$ cat config.mk
export PLATFORM = sky130hd
export DESIGN_NAME = ex_hazard_ctrl
export DESIGN_NICKNAME = d
export VERILOG_FILES = /design/src/rtl/ex_hazard_ctrl.sv
export SDC_FILE = /design/constraint.sdc
export NUM_CORES = 1
export LEC_CHECK = 0
export CAP_MARGIN = 5
export CORE_MARGIN = 2
export CORE_UTILIZATION = 53
export CTS_BUF_LIST = sky130_fd_sc_hd__clkbuf_4
export CTS_CLUSTER_DIAMETER = 80
export DETAILED_ROUTE_END_ITERATION = 16
export HOLD_SLACK_MARGIN = 0.08
export PLACE_DENSITY_LB_ADDON = 0.05
export SYNTH_ARGS = -nofsm -noshare
export SYNTH_HDL_FRONTEND = slang
export SYNTH_SLANG_ARGS = --single-unit
$ cat constraint.sdc
create_clock -name clk -period 2.8 [get_ports clk]
set_input_delay 0.56 -clock clk [delete_from_list [all_inputs] [get_ports clk]]
set_output_delay 0.56 -clock clk [all_outputs]
set_load 0.01 [all_outputs]
$ cat src/rtl/ex_hazard_ctrl.sv
// ex_hazard_ctrl -- execute-stage sequencing controller.
// Holds EX across the load/store memory handshake and multi-cycle mul/div
// operations, injects a single bubble on a load-use hazard, and flushes
// younger instructions after a branch/jump redirect resolved in EX.
// Control outputs are combinational from the registered state plus the
// current inputs; they are forced low while rst_n is asserted so that an
// outstanding request is abandoned the moment reset arrives.

module ex_hazard_ctrl #(
    parameter int unsigned FLUSH_CYCLES = 2,
    parameter int unsigned MEM_TIMEOUT  = 256
) (
    input  logic        clk,
    input  logic        rst_n,
    input  logic        id_valid,
    input  logic [4:0]  id_rs1,
    input  logic [4:0]  id_rs2,
    input  logic        id_use_rs1,
    input  logic        id_use_rs2,
    input  logic        ex_valid,
    input  logic [4:0]  ex_rd,
    input  logic        ex_load,
    input  logic        ex_store,
    input  logic        ex_mdu,
    input  logic        ex_redirect,
    input  logic        mem_ack,
    input  logic        mdu_done,
    output logic        mem_req,
    output logic        mdu_start,
    output logic        stall,
    output logic        ex_hold,
    output logic        clear,
    output logic        mem_err,
    output logic [31:0] stall_cnt
);

    typedef enum logic [1:0] {
        ST_IDLE     = 2'd0,
        ST_MEM_WAIT = 2'd1,
        ST_MDU_WAIT = 2'd2,
        ST_FLUSH    = 2'd3
    } state_t;

    // Last wait-counter value before the memory request is abandoned.
    localparam logic [15:0] TO_LAST = 16'(MEM_TIMEOUT - 1);
    // Flush counter value loaded when the redirect cycle hands over to FLUSH.
    localparam logic [2:0]  FL_INIT = 3'(FLUSH_CYCLES - 1);

    // Saturating 32-bit increment for the stall statistic.
    function automatic logic [31:0] sat_inc(input logic [31:0] v);
        logic [31:0] res;
        if (v == 32'hFFFF_FFFF) begin
            res = v;
        end else begin
            res = v + 32'd1;
        end
        return res;
    endfunction

    state_t      r_state;
    state_t      w_state_nxt;
    logic [15:0] r_to_cnt;
    logic [15:0] w_to_cnt_nxt;
    logic [2:0]  r_fl_cnt;
    logic [2:0]  w_fl_cnt_nxt;
    logic        r_mem_err;
    logic        w_mem_err_set;
    logic [31:0] r_stall_cnt;

    logic        w_mem_op;
    logic        w_mdu_op;
    logic        w_redir;
    logic        w_rs_match;
    logic        w_mem_req;
    logic        w_mdu_start;
    logic        w_stall;
    logic        w_ex_hold;
    logic        w_clear;

    // A mem op wins over mdu when both flags are set on one instruction.
    assign w_mem_op = ex_valid & (ex_load | ex_store);
    assign w_mdu_op = ex_valid & ex_mdu & ~(ex_load | ex_store);
    assign w_redir  = ex_valid & ex_redirect;

    // ID consumer reads the register the EX load writes (x0 never hazards).
    assign w_rs_match = id_valid & (ex_rd != 5'd0) &
                        ((id_use_rs1 & (id_rs1 == ex_rd)) |
                         (id_use_rs2 & (id_rs2 == ex_rd)));

    // Next-state, counter updates and pipeline controls for the current state.
    always_comb begin
        w_state_nxt   = r_state;
        w_to_cnt_nxt  = r_to_cnt;
        w_fl_cnt_nxt  = r_fl_cnt;
        w_mem_err_set = 1'b0;
        w_mem_req     = 1'b0;
        w_mdu_start   = 1'b0;
        w_stall       = 1'b0;
        w_ex_hold     = 1'b0;
        w_clear       = 1'b0;
        case (r_state)
            ST_IDLE: begin
                if (w_mem_op) begin
                    w_mem_req = 1'b1;
                    if (mem_ack) begin
                        // Load completes at once: the load retires, bubble on hazard.
                        if (ex_load && w_rs_match) begin
                            w_stall = 1'b1;
                            w_clear = 1'b1;
                        end else begin
                            w_stall = 1'b0;
                        end
                    end else begin
                        w_stall      = 1'b1;
                        w_ex_hold    = 1'b1;
                        w_state_nxt  = ST_MEM_WAIT;
                        w_to_cnt_nxt = 16'd0;
                    end
                end else if (w_mdu_op) begin
                    w_mdu_start = 1'b1;
                    w_stall     = 1'b1;
                    w_ex_hold   = 1'b1;
                    w_state_nxt = ST_MDU_WAIT;
                end else if (w_redir) begin
                    w_clear = 1'b1;
                    if (FLUSH_CYCLES > 1) begin
                        w_state_nxt  = ST_FLUSH;
                        w_fl_cnt_nxt = FL_INIT;
                    end else begin
                        w_state_nxt = ST_IDLE;
                    end
                end else begin
                    w_state_nxt = ST_IDLE;
                end
            end
            ST_MEM_WAIT: begin
                w_mem_req = 1'b1;
                if (mem_ack) begin
                    w_state_nxt  = ST_IDLE;
                    w_to_cnt_nxt = 16'd0;
                    if (ex_load && w_rs_match) begin
                        w_stall = 1'b1;
                        w_clear = 1'b1;
                    end else begin
                        w_stall = 1'b0;
                    end
                end else if (r_to_cnt == TO_LAST) begin
                    // Abandon the access: the bubble replaces the stuck
                    // instruction, so ID/EX is not held this cycle.
                    w_mem_err_set = 1'b1;
                    w_stall       = 1'b1;
                    w_clear       = 1'b1;
                    w_state_nxt   = ST_IDLE;
                    w_to_cnt_nxt  = 16'd0;
                end else begin
                    w_stall      = 1'b1;
                    w_ex_hold    = 1'b1;
                    w_to_cnt_nxt = r_to_cnt + 16'd1;
                end
            end
            ST_MDU_WAIT: begin
                if (mdu_done) begin
                    w_state_nxt = ST_IDLE;
                end else begin
                    w_stall   = 1'b1;
                    w_ex_hold = 1'b1;
                end
            end
            ST_FLUSH: begin
                // Squashed instructions: every ex_* input is ignored here.
                w_clear = 1'b1;
                if (r_fl_cnt <= 3'd1) begin
                    w_state_nxt  = ST_IDLE;
                    w_fl_cnt_nxt = 3'd0;
                end else begin
                    w_fl_cnt_nxt = r_fl_cnt - 3'd1;
                end
            end
            default: begin
                w_state_nxt  = ST_IDLE;
                w_to_cnt_nxt = 16'd0;
                w_fl_cnt_nxt = 3'd0;
            end
        endcase
    end

    // State register and the memory-timeout / flush counters.
    always_ff @(posedge clk or negedge rst_n) begin
        if (!rst_n) begin
            r_state  <= ST_IDLE;
            r_to_cnt <= 16'd0;
            r_fl_cnt <= 3'd0;
        end else begin
            r_state  <= w_state_nxt;
            r_to_cnt <= w_to_cnt_nxt;
            r_fl_cnt <= w_fl_cnt_nxt;
        end
    end

    // Sticky timeout flag, cleared only by reset.
    always_ff @(posedge clk or negedge rst_n) begin
        if (!rst_n) begin
            r_mem_err <= 1'b0;
        end else if (w_mem_err_set) begin
            r_mem_err <= 1'b1;
        end else begin
            r_mem_err <= r_mem_err;
        end
    end

    // Saturating count of cycles in which the front end is stalled.
    always_ff @(posedge clk or negedge rst_n) begin
        if (!rst_n) begin
            r_stall_cnt <= 32'd0;
        end else if (w_stall) begin
            r_stall_cnt <= sat_inc(r_stall_cnt);
        end else begin
            r_stall_cnt <= r_stall_cnt;
        end
    end

    // Combinational controls are blanked while reset is asserted.
    assign mem_req   = w_mem_req   & rst_n;
    assign mdu_start = w_mdu_start & rst_n;
    assign stall     = w_stall     & rst_n;
    assign ex_hold   = w_ex_hold   & rst_n;
    assign clear     = w_clear     & rst_n;
    assign mem_err   = r_mem_err;
    assign stall_cnt = r_stall_cnt;

endmodule

### Word level (Yosys, flattened, before mapping)

Index checks and enable logic that the tools add are counted.

| cells by class | value |
|---|---|
| add/subtract/negate cells | 3 |
| reductions and logical operators | 9 |
| muxes and demuxes | 43 |
| $lt $le $gt $ge | 1 |
| bitwise logic cells | 17 |
| equal/unequal tests | 16 |

Operators by type and width:

| operator | count |
|---|---|
| $mux W16 | 4 |
| $add A32 B1 Y32 const B | 1 |
| $eq A32 B32 Y1 const B | 1 |
| $pmux W16 S2 | 1 |
| $mux W1 | 20 |
| $add A16 B1 Y16 const B | 1 |
| $eq A16 B8 Y1 const B | 1 |
| $mux W2 | 8 |
| $ne A2 B2 Y1 const B | 7 |
| $and A1 B1 Y1 | 13 |
| $mux W3 | 4 |
| $eq A5 B5 Y1 | 2 |
| $pmux W1 S3 | 3 |
| $pmux W2 S4 | 1 |
| $reduce_and A4 Y1 | 2 |
| $ne A3 B3 Y1 const B | 2 |
| $pmux W3 S2 | 1 |
| $reduce_bool A5 Y1 | 1 |
| $eq A2 B2 Y1 const B | 2 |
| $reduce_bool A2 Y1 | 2 |
| $le A3 B1 Y1 const B | 1 |
| $reduce_and A3 Y1 | 1 |
| $sub A3 B1 Y3 const B | 1 |
| $eq A2 B1 Y1 const B | 1 |
| 6 further kinds | 8 |

| word-level totals | value |
|---|---|
| input port bits | 27 |
| flip-flop bits (word level) | 54 |
| output and inout port bits | 38 |
| logic and storage cells | 94 |

### Longest topological paths before layout

Gate-level depths: netlist of the first run.

| logic depth | value |
|---|---|
| word-level depth | 10 |
| depth in mapped cells | 8 |
| gate-level depth less buffers | 7 |

### Worst setup path after synthesis of the first run

OpenSTA, ideal clock, no wires.

| path | value |
|---|---|
| path type | input -> output |
| start | input port ex_rd[1] |
| end | output port stall |
| setup slack | 458 ps |
| required time | 2,240 ps |
| arrival | 1,782 ps |
| stages | 6 |
| path through | or4_1 -> o211ai_1 -> nor3_1 -> a21oi_4 -> buf_4 -> nor2_1 |

| between the ends | value |
|---|---|
| cells in the longest elaborated chain, start to end | 10 |
| elaborated cells on any way between the ends | 14 |

RTL lines:

| element | RTL line | RTL |
|---|---|---|
| from (decl) | 21 | `input logic [4:0] ex_rd,` |
| $eq A5 B5 Y1, on equally long branches | 87, 88 |  |
| $and A1 B1 Y1, on equally long branches | 87, 88 |  |
| $or A1 B1 Y1 | 87 | `((id_use_rs1 & (id_rs1 == ex_rd)) \|` |
| $and A1 B1 Y1 (*) | 86 | `assign w_rs_match = id_valid & (ex_rd != 5'd0) &` |
| $logic_and A1 B1 Y1 (*) | 107, 141 |  |
| $mux W1 (*) | 107, 141 |  |
| $mux W1 (*) | 138 | `if (mem_ack) begin` |
| $mux W1 | 103 | `if (w_mem_op) begin` |
| $pmux W1 S3 (*) | 101 | `case (r_state)` |
| $and A1 B1 Y1 (*) | 225 | `assign stall = w_stall & rst_n;` |
| to (decl) | 30 | `output logic stall,` |

Every way passes the cells marked *; elsewhere a longest branch is shown, timed or not.

### Worst setup path after layout of the first run

Same ends and word-level chain as after synthesis.

==> tab_implementation.tex, run 1 <==
\begin{tabular}{lr}
\hline
Metric & Value \\
\hline
\multicolumn{2}{l}{\textbf{Timing}} \\
\quad Hold violation count in the final report & 0 \\
\quad Slew margin rel. & 0.660 \\
\quad Number of setup violations in the final report & 0 \\
\quad Transition at the pin with the smallest max-transition slack & 505 ps \\
\quad Final critical-path setup slack & 101 ps \\
\quad Maximum clock frequency & about 370 MHz \\
\quad Final worst path period need & 2700 ps \\
\quad Final clock skew & 21.6 ps \\
\quad Fin crit share & 0.964 \\
\quad TNS Setup & 0 ps \\
\quad Total count of max-transition violations in the final report & 0 \\
\quad Unrepaired setup endpoints after global routing & false \\
\multicolumn{2}{l}{\textbf{Hold path}} \\
\quad Worst hold-check path type & input port to asynchronous set/reset pin \\
\multicolumn{2}{l}{\textbf{Drt}} \\
\quad Drt first-iter violations & 113 \\
\quad Wire length per cell after detailed routing & $\sim$14 um \\
\quad Post-detailed-route count of antenna-violating nets & 0 \\
\quad DRC errors left & 0 \\
\quad Vias per std cell & about 5.6 \\
\quad DR vias & 2,774 \\
\quad Detailed-router iteration count before antenna repair & 4 \\
\quad Total wire length after detailed routing & 7120 um \\
\multicolumn{2}{l}{\textbf{Logic synthesis}} \\
\quad Largest family of logic cells by synthesized area & simple AND/OR/NAND/NOR gates \\
\quad Simple-gate share of the synthesized area & 0.289 \\
\quad Multiplexer area fraction after synthesis & 0.00361 \\
\quad Count of mapped cells out of synthesis & between 300 and 400 \\
\quad Area of the mapped netlist & 3120 um\^{}2 \\
\quad Net Count, Synth & 363 \\
\quad Number of distinct library cell variants in the gate-level netlist after synthesis & 49 \\
\quad Synthesized flop and latch total & 54 \\
\quad Average size of a mapped cell & 9.40 um\^{}2 \\
\quad Number of enable-type register cells in the synthesized netlist & 0 \\
\quad Leading register cell type out of synthesis & sky130\_fd\_sc\_hd\_\_dfrtp\_1 \\
\quad Number of warnings reported in the yosys synthesis log & 0 \\
\quad Arithmetic-cell share of the synthesized area counting full adders, half adders and majority gates & 0.0160 \\
\quad Compound-cell area share of the yosys netlist & 0.0874 \\
\quad Seq/Total Area, Yosys & 0.433 \\
\quad Asr flop ratio synth & 1.00 \\
\quad Xor-xnor portion of the synthesized cell area & 0.140 \\
\multicolumn{2}{l}{\textbf{Clock network}} \\
\quad Latest clock arrival within the worst-skew pair & between 300 and 400 ps \\
\quad Worst-path clk slew & around 150 ps \\
\quad Clock root cell & sky130\_fd\_sc\_hd\_\_clkbuf\_4 \\
\quad Bufs on Longest Clock Path & 2 \\
\quad Total clock buffers created by CTS & 5 \\
\quad TritonCTS clock tree & built \\
\quad Level count of the clock H-tree & 2 \\
\quad Clock sink count & 54 \\
\quad Number of hold buffers added after CTS & 0 \\
\multicolumn{2}{l}{\textbf{GRT}} \\
\quad Via count of the first global-routing pass & 2,713 \\
\quad Maximum number of pins on one net before global-route repair & 32 \\
\quad Global-route wire length before repair & roughly 12,000 um \\
\quad Grt ovf & 0 \\
\quad Initial antenna violation count & 0 \\
\quad Met2 track demand over resource in global routing & 0.387 \\
\quad Fraction of met1 tracks used by global routing & 0.317 \\
\quad Global-route usage over all layers & 0.236 \\
\quad GR Layer Usage met3 & 0.0511 \\
\quad Layer with the highest usage & met2 \\
\multicolumn{2}{l}{\textbf{Cells and area}} \\
\quad Core Util, Final & 0.729 \\
\quad Area growth, synth to finish & 31.0\% \\
\quad Area used by multi-input combinational logic & 1720 um\^{}2 \\
\quad Fill count & 465 \\
\quad Number of antenna repair diodes & 0 \\
\quad Footprint of the flip-flops and latches & 1350 um\^{}2 \\
\quad Post-layout nets & 451 \\
\quad Proportion of layout cells with a drive suffix above 1 & 0.150 \\
\multicolumn{2}{l}{\textbf{Critical path}} \\
\quad Data arrival time of the critical path & roughly 2100 ps \\
\quad Reg-to-Reg Start & r\_state[0]\$\_DFFE\_PN0P\_ \\
\quad Kind of capture point of the worst setup path & primary output \\
\quad Worst setup SP type & input port \\
\quad Timing startpoint of the critical path & ex\_rd[1] \\
\quad Class of the most critical setup path & input port to primary output \\
\quad Required time of the critical path & around 2200 ps \\
\quad Largest driver fanout on the critical path & 3 \\
\multicolumn{2}{l}{\textbf{Place}} \\
\quad Gpl congestion & roughly 0.9 \\
\quad Setup WS pre-CTS & -357 ps \\
\quad HPWL Detailed & $\sim$5300 um \\
\quad Number of buffers added on ports & between 60 and 70 \\
\multicolumn{2}{l}{\textbf{Floorplan}} \\
\quad Vert. Die Dim & 80.7 um \\
\quad \# IOs & between 60 and 70 \\
\quad Horiz. Die Dim & 80.7 um \\
\quad Initial cell density of the core & 0.557 \\
\quad Die area & between 6000 and 7000 um\^{}2 \\
\quad Std-Cell Core Area & 5610 um\^{}2 \\
\quad Std-Cell Rows & 27 \\
\multicolumn{2}{l}{\textbf{Power}} \\
\quad Cell Pwr Density & 588 nW/um\^{}2 \\
\quad Lkg Pwr & 1.69 nW \\
\quad Peak ir drop on the vdd network & 0.619 mV \\
\multicolumn{2}{l}{\textbf{Status}} \\
\quad Result of the run & finished clean \\
\multicolumn{2}{l}{\textbf{Run}} \\
\quad \# Max-Cap Violations & 0 \\
\hline
\end{tabular}
logic make-up after synthesis:
logic type | count (synthesis)
adder cells (fa/ha/maj) | 4
AND/OR/NAND/NOR | 163
AO/OA/AOI/OAI | 41
XOR/XNOR | 50
buffers and inverters | 19
flip-flops | 54
multiplexers | 1
final timing paths:
| check | slack [ps] | cells past startpoint | to |
|---|---|---|---|
| worst max register to register | 630 | 8 | stall_cnt[1]$_DFFE_PN0P_ |
| worst min-delay path | 180 | 2 | stall_cnt[10]$_DFFE_PN0P_ |
| min in group clk | 510 | 1 | stall_cnt[14]$_DFFE_PN0P_ |
| worst min register to register | 510 | 1 | stall_cnt[14]$_DFFE_PN0P_ |
| worst max-delay path | 100 | 7 | stall |
| max in group asynchronous | 2270 | 2 | stall_cnt[3]$_DFFE_PN0P_ |
layer usage:
layer  routed length [um]  up-vias
met1                 3400     1350
met4                   50        0
li1                     -     1356
met5                    0        -
met3                  263        4
met2                 3410       64
critical path, stage by stage:
cell                              delay, ps
sky130_fd_sc_hd__dlygate4sd2_1          260
sky130_fd_sc_hd__or4_4                  520
sky130_fd_sc_hd__o211ai_1               250
sky130_fd_sc_hd__nor3_2                 100
sky130_fd_sc_hd__a21oi_4                150
sky130_fd_sc_hd__nor2_1                  60
sky130_fd_sc_hd__clkdlybuf4s15_1        230
layout make-up:
type	instances	area share
sequential	54	0.331
inverter	9	0.00826
clock buffer	6	0.0110
clock inverter	2	0.00337
timing repair buffer	91	0.205
multi-input combinational	259	0.420
tap	72	0.0220
placed cells by master, fill, tap and decap left out, types with 2 or more instances in the layout:
cell	instances
sky130_fd_sc_hd__buf_4	26
sky130_fd_sc_hd__a21oi_1	5
sky130_fd_sc_hd__nand3_1	15
sky130_fd_sc_hd__ha_1	4
sky130_fd_sc_hd__nor2b_1	4
sky130_fd_sc_hd__or3_1	4
sky130_fd_sc_hd__and3_1	3
sky130_fd_sc_hd__xnor2_1	23
sky130_fd_sc_hd__dfrtp_1	52
sky130_fd_sc_hd__buf_2	2
sky130_fd_sc_hd__nor3b_1	2
sky130_fd_sc_hd__dlygate4sd2_1	7
sky130_fd_sc_hd__clkdlybuf4s50_1	53
sky130_fd_sc_hd__nor4b_2	4
sky130_fd_sc_hd__nand2_1	29
sky130_fd_sc_hd__o21ai_0	16
sky130_fd_sc_hd__clkdlybuf4s15_1	2
sky130_fd_sc_hd__nor4_1	7
sky130_fd_sc_hd__clkbuf_4	6
sky130_fd_sc_hd__dfrtp_2	2
sky130_fd_sc_hd__a32oi_1	3
sky130_fd_sc_hd__o31ai_1	5
sky130_fd_sc_hd__inv_1	9
sky130_fd_sc_hd__nand4_1	16
sky130_fd_sc_hd__or2_2	2
sky130_fd_sc_hd__nor4_2	5
sky130_fd_sc_hd__nor3_1	25
sky130_fd_sc_hd__and2_1	2
sky130_fd_sc_hd__nor2_1	32
sky130_fd_sc_hd__xor2_1	27
sky130_fd_sc_hd__nor2_2	2
sky130_fd_sc_hd__nand2b_1	3
synth_stat cells (all sizes together), types with 9 or more instances:
master | instances | area share
dfrtp | 54 | 0.43
nand3 | 16 | 0.027
nand2 | 29 | 0.035
xor2 | 27 | 0.076
nand4 | 16 | 0.032
xnor2 | 23 | 0.065
inv | 9 | 0.011
nor3 | 26 | 0.042
nor4 | 13 | 0.037
o21ai | 16 | 0.026
nor2 | 35 | 0.045
report_power, final:
part / switching, mW / total [mW] / internal, mW / leakage, nW
Combinational: 0.505 / 0.959 / 0.454 / 0.962
Sequential: 0.177 / 1.08 / 0.907 / 0.695
Clock: 0.252 / 0.362 / 0.109 / 0.0356
per-stage QoR:
step                hold WS (ps)  cell area, um^2  power, mW  std cells
floorplan                    264             3120       1.60        332
global placement             457             3970       2.01        481
detailed placement           466             3970       2.04        481
CTS                          176             4050       2.41        490
global route                 170             4090       2.58        493
finish                       184             4090       2.40        493
state kept, by name (all words and copies together), names as in the netlist:
| signal | flops |
|---|---|
| stall_cnt | 32 |
| r_to_cnt | 16 |
| r_fl_cnt | 3 |
| r_state | 2 |
| mem_err | 1 |
timing repair:
item                                    in CTS  in global routing
pin swaps                                    1                  8
resized for setup                           16                  9
endpoints found under the setup margin       5                  3
buffers inserted                             1                  3
(Power assumes the default switching activity.)
==> run 2, diff against run 1 <==
Clock period 2.8 ns to 2.7 ns, I/O delays scaled along.
==> run 2 against run 1 <==
  * Clock skew increased by 3.2 ps
  * Global-route usage is 0.55 points higher
  * Sequential power is essentially flat
  * Hold slack better by 300 ps
  * Utilization up 2.8 points
  * Die area unchanged
  * Largest cell class unchanged
  * Largest power group unchanged
==> tab_implementation.tex, run 2 (synthesis gave the netlist of run 1 again) <==
\begin{tabular}{lr}
\hline
Metric & Value \\
\hline
\multicolumn{2}{l}{\textbf{Power}} \\
\quad Internal portion of total power & 1.73 mW \\
\quad Lkg Pwr & 1.79 nW \\
\quad Sequential fraction of design power & 0.409 \\
\quad Combinational power share & 0.386 \\
\quad Switching power as a share of total power & 0.360 \\
\quad Overall Power & 2.71 mW \\
\quad Clock group share of total power & 0.205 \\
\quad Power dissipated by switching net loads & 0.976 mW \\
\quad Peak ir drop on the vdd network & 0.586 mV \\
\quad Cell Pwr Density & 638 nW/um\^{}2 \\
\multicolumn{2}{l}{\textbf{GRT}} \\
\quad Global-route wire length before repair & 12,400 um \\
\quad Via count of the first global-routing pass & around 2,600 \\
\quad Grt ovf & 0 \\
\quad Maximum number of pins on one net before global-route repair & 33 \\
\quad Initial antenna violation count & 0 \\
\quad Global-route usage over all layers & 0.242 \\
\multicolumn{2}{l}{\textbf{Floorplan}} \\
\quad Die area & 6520 um\^{}2 \\
\quad Horiz. Die Dim & roughly 81 um \\
\quad Initial cell density of the core & 0.557 \\
\quad Std-Cell Core Area & roughly 5600 um\^{}2 \\
\quad Std-Cell Rows & 27 \\
\quad Vert. Die Dim & approximately 81 um \\
\quad \# IOs & 65 \\
\multicolumn{2}{l}{\textbf{Hold path}} \\
\quad Hold-critical path endpoint & mem\_err\$\_DFFE\_PN0P\_ \\
\quad Hold path startpoint & mem\_err\$\_DFFE\_PN0P\_ \\
\quad Hold Path Stages & 1 \\
\quad Worst hold-check path type & flip-flop to flip-flop \\
\multicolumn{2}{l}{\textbf{Timing}} \\
\quad Final worst path period need & 2670 ps \\
\quad Total count of max-transition violations in the final report & 0 \\
\quad Transition at the pin with the smallest max-transition slack & 490 ps \\
\quad Slew margin rel. & 0.670 \\
\quad Unrepaired setup endpoints after global routing & true \\
\quad Maximum clock frequency & 374 MHz \\
\quad Final critical-path setup slack & 27.1 ps \\
\quad Hold violation count in the final report & 0 \\
\quad Number of setup violations in the final report & 0 \\
\quad Final clock skew & 24.8 ps \\
\quad Fin crit share & 0.990 \\
\multicolumn{2}{l}{\textbf{Clock network}} \\
\quad Latest clock arrival within the worst-skew pair & about 390 ps \\
\quad Clock root cell & sky130\_fd\_sc\_hd\_\_clkbuf\_4 \\
\quad Level count of the clock H-tree & 2 \\
\quad TritonCTS clock tree & built \\
\quad Clock sink count & 54 \\
\quad Bufs on Longest Clock Path & 2 \\
\quad Total clock buffers created by CTS & 5 \\
\quad Worst-path clk slew & 130 ps \\
\multicolumn{2}{l}{\textbf{Critical path}} \\
\quad Reg-to-Reg Start & stall\_cnt[8]\$\_DFFE\_PN0P\_ \\
\quad Critical path cell sequence & clkdlybuf4s15\_2 > or4\_4 > o211ai\_1 > buf\_4 > nor3\_2 > a21oi\_4 > nor2\_2 > clkdlybuf4s15\_2 \\
\quad Kind of capture point of the worst setup path & primary output \\
\quad Slowest stage cell, crit path & sky130\_fd\_sc\_hd\_\_or4\_4 \\
\quad Worst reg-to-reg setup slack & 490 ps \\
\quad Required time of the critical path & 2160 ps \\
\quad Critical Path Max Stage Delay & 540 ps \\
\quad Worst reg2reg path depth & 7 \\
\quad Most frequent cell on the critical path & sky130\_fd\_sc\_hd\_\_clkdlybuf4s15\_2 \\
\quad Largest driver fanout on the critical path & 3 \\
\quad Class of the most critical setup path & input port to primary output \\
\quad R2R Path End & stall\_cnt[3]\$\_DFFE\_PN0P\_ \\
\quad Data arrival time of the critical path & approximately 2100 ps \\
\quad Worst setup SP type & input port \\
\multicolumn{2}{l}{\textbf{Run}} \\
\quad \# Max-Cap Violations & 0 \\
\multicolumn{2}{l}{\textbf{Drt}} \\
\quad Vias per std cell & 5.50 \\
\quad Total wire length after detailed routing & 7300 um \\
\quad Detailed-router iteration count before antenna repair & 4 \\
\quad DR vias & between 2,000 and 3,000 \\
\quad Wire length per cell after detailed routing & around 14 um \\
\quad Post-detailed-route count of antenna-violating nets & 0 \\
\quad DRC errors left & 0 \\
\quad Drt first-iter violations & 124 \\
\multicolumn{2}{l}{\textbf{Cells and area}} \\
\quad Area growth, synth to finish & 36.1\% \\
\quad Most frequent cells in the layout & 52 x sky130\_fd\_sc\_hd\_\_clkdlybuf4s50\_1, 52 x sky130\_fd\_sc\_hd\_\_dfrtp\_1, 38 x sky130\_fd\_sc\_hd\_\_buf\_4, 30 x sky130\_fd\_sc\_hd\_\_nor2\_1, 29 x sky130\_fd\_sc\_hd\_\_nand2\_1 \\
\quad Number of antenna repair diodes & 0 \\
\quad Proportion of layout cells with a drive suffix above 1 & 0.187 \\
\quad Post-layout nets & 463 \\
\quad Core Util, Final & 0.757 \\
\quad Finished Cell Area & $\sim$4200 um\^{}2 \\
\quad Number of flip-flops under the largest register name & 32 \\
\multicolumn{2}{l}{\textbf{Place}} \\
\quad Placed standard-cell area & 3990 um\^{}2 \\
\quad Gpl congestion & 0.908 \\
\quad HPWL Detailed & just over 5000 um \\
\quad Number of buffers added on ports & 64 \\
\quad Setup WS pre-CTS & -479 ps \\
\multicolumn{2}{l}{\textbf{Status}} \\
\quad Result of the run & finished clean \\
\hline
\end{tabular}
[run 2: cell types whose count changed in the layout (fill, tap and decap cells not counted), moves of 2 or more]
| cell | delta |
|---|---|
| sky130_fd_sc_hd__dlygate4sd2_1 | -2 |
| sky130_fd_sc_hd__buf_4 | +12 |
| sky130_fd_sc_hd__nor2_1 | -2 |
| sky130_fd_sc_hd__bufinv_16 | +2 |
| sky130_fd_sc_hd__clkdlybuf4s15_2 | +3 |
[run 2: worst max-delay path by stage]
| stage | start | endpoint | slack (ps) | cells past startpoint |
|---|---|---|---|---|
| after floorplan | ex_rd[1] | stall | 400 | 6 |
| after global placement | ex_rd[1] | stall | -380 | 7 |
| after detailed placement | ex_rd[1] | stall | -480 | 7 |
| after CTS | ex_load | mdu_start | 1 | 6 |
| after global routing | r_to_cnt[11]$_DFFE_PN0P_ | ex_hold | -90 | 6 |
| final | ex_rd[1] | stall | 30 | 8 |
[run 2: critical path: cells and delay by family]
family | cells | cell delay, ps
compound gates | 2 | 370
simple gates | 3 | 640
buf+inv | 3 | 590
[run 2: what timing repair did]
item                                    4_1_cts  5_1_grt
setup buffers                                 3        8
hold buffers                                  1        0
endpoints found under the hold margin         3        0
gates resized for setup                      27        9
pin swaps                                     3        6
endpoints found under the setup margin        5        4
[run 2: area by class of cell]
class	instances	area [um^2]
repair buffers	103	926
clock buffers	5	37.5
flip-flops and latches	54	1350
multi-input cells	259	1740
fillers	432	1360
clock inverters	3	68.8
inverters	9	33.8
well taps	72	90.1
[run 2: power groups by stage]
stage	combinational [mW]	sequential [mW]	clock, mW
floorplan	0.541	1.12	0
global placement	0.981	1.12	0
detailed placement	0.999	1.12	0
CTS	1.01	1.11	0.568
global route	1.15	1.13	0.609
finish	1.05	1.11	0.554
[run 2: per-layer routing]
layer | share of wire | wire length [um] | track usage | vias up
li1 | - | - | - | 1377
met3 | 0.040 | 291 | 0.0422 | 11
met2 | 0.48 | 3520 | 0.392 | 74
met1 | 0.46 | 3390 | 0.336 | 1315
met4 | 0.014 | 99 | 0.0661 | 0
met5 | 0 | 0 | 0 | -
[run 2: metrics by stage]
step | setup TNS, ps | hold WS, ps | std cells
finish | 0 | 489 | 505
global route | -106 | 517 | 505
CTS | 0 | 491 | 497
detailed placement | -7410 | 397 | 485
global placement | -3610 | 410 | 485
floorplan | 0 | 244 | 332
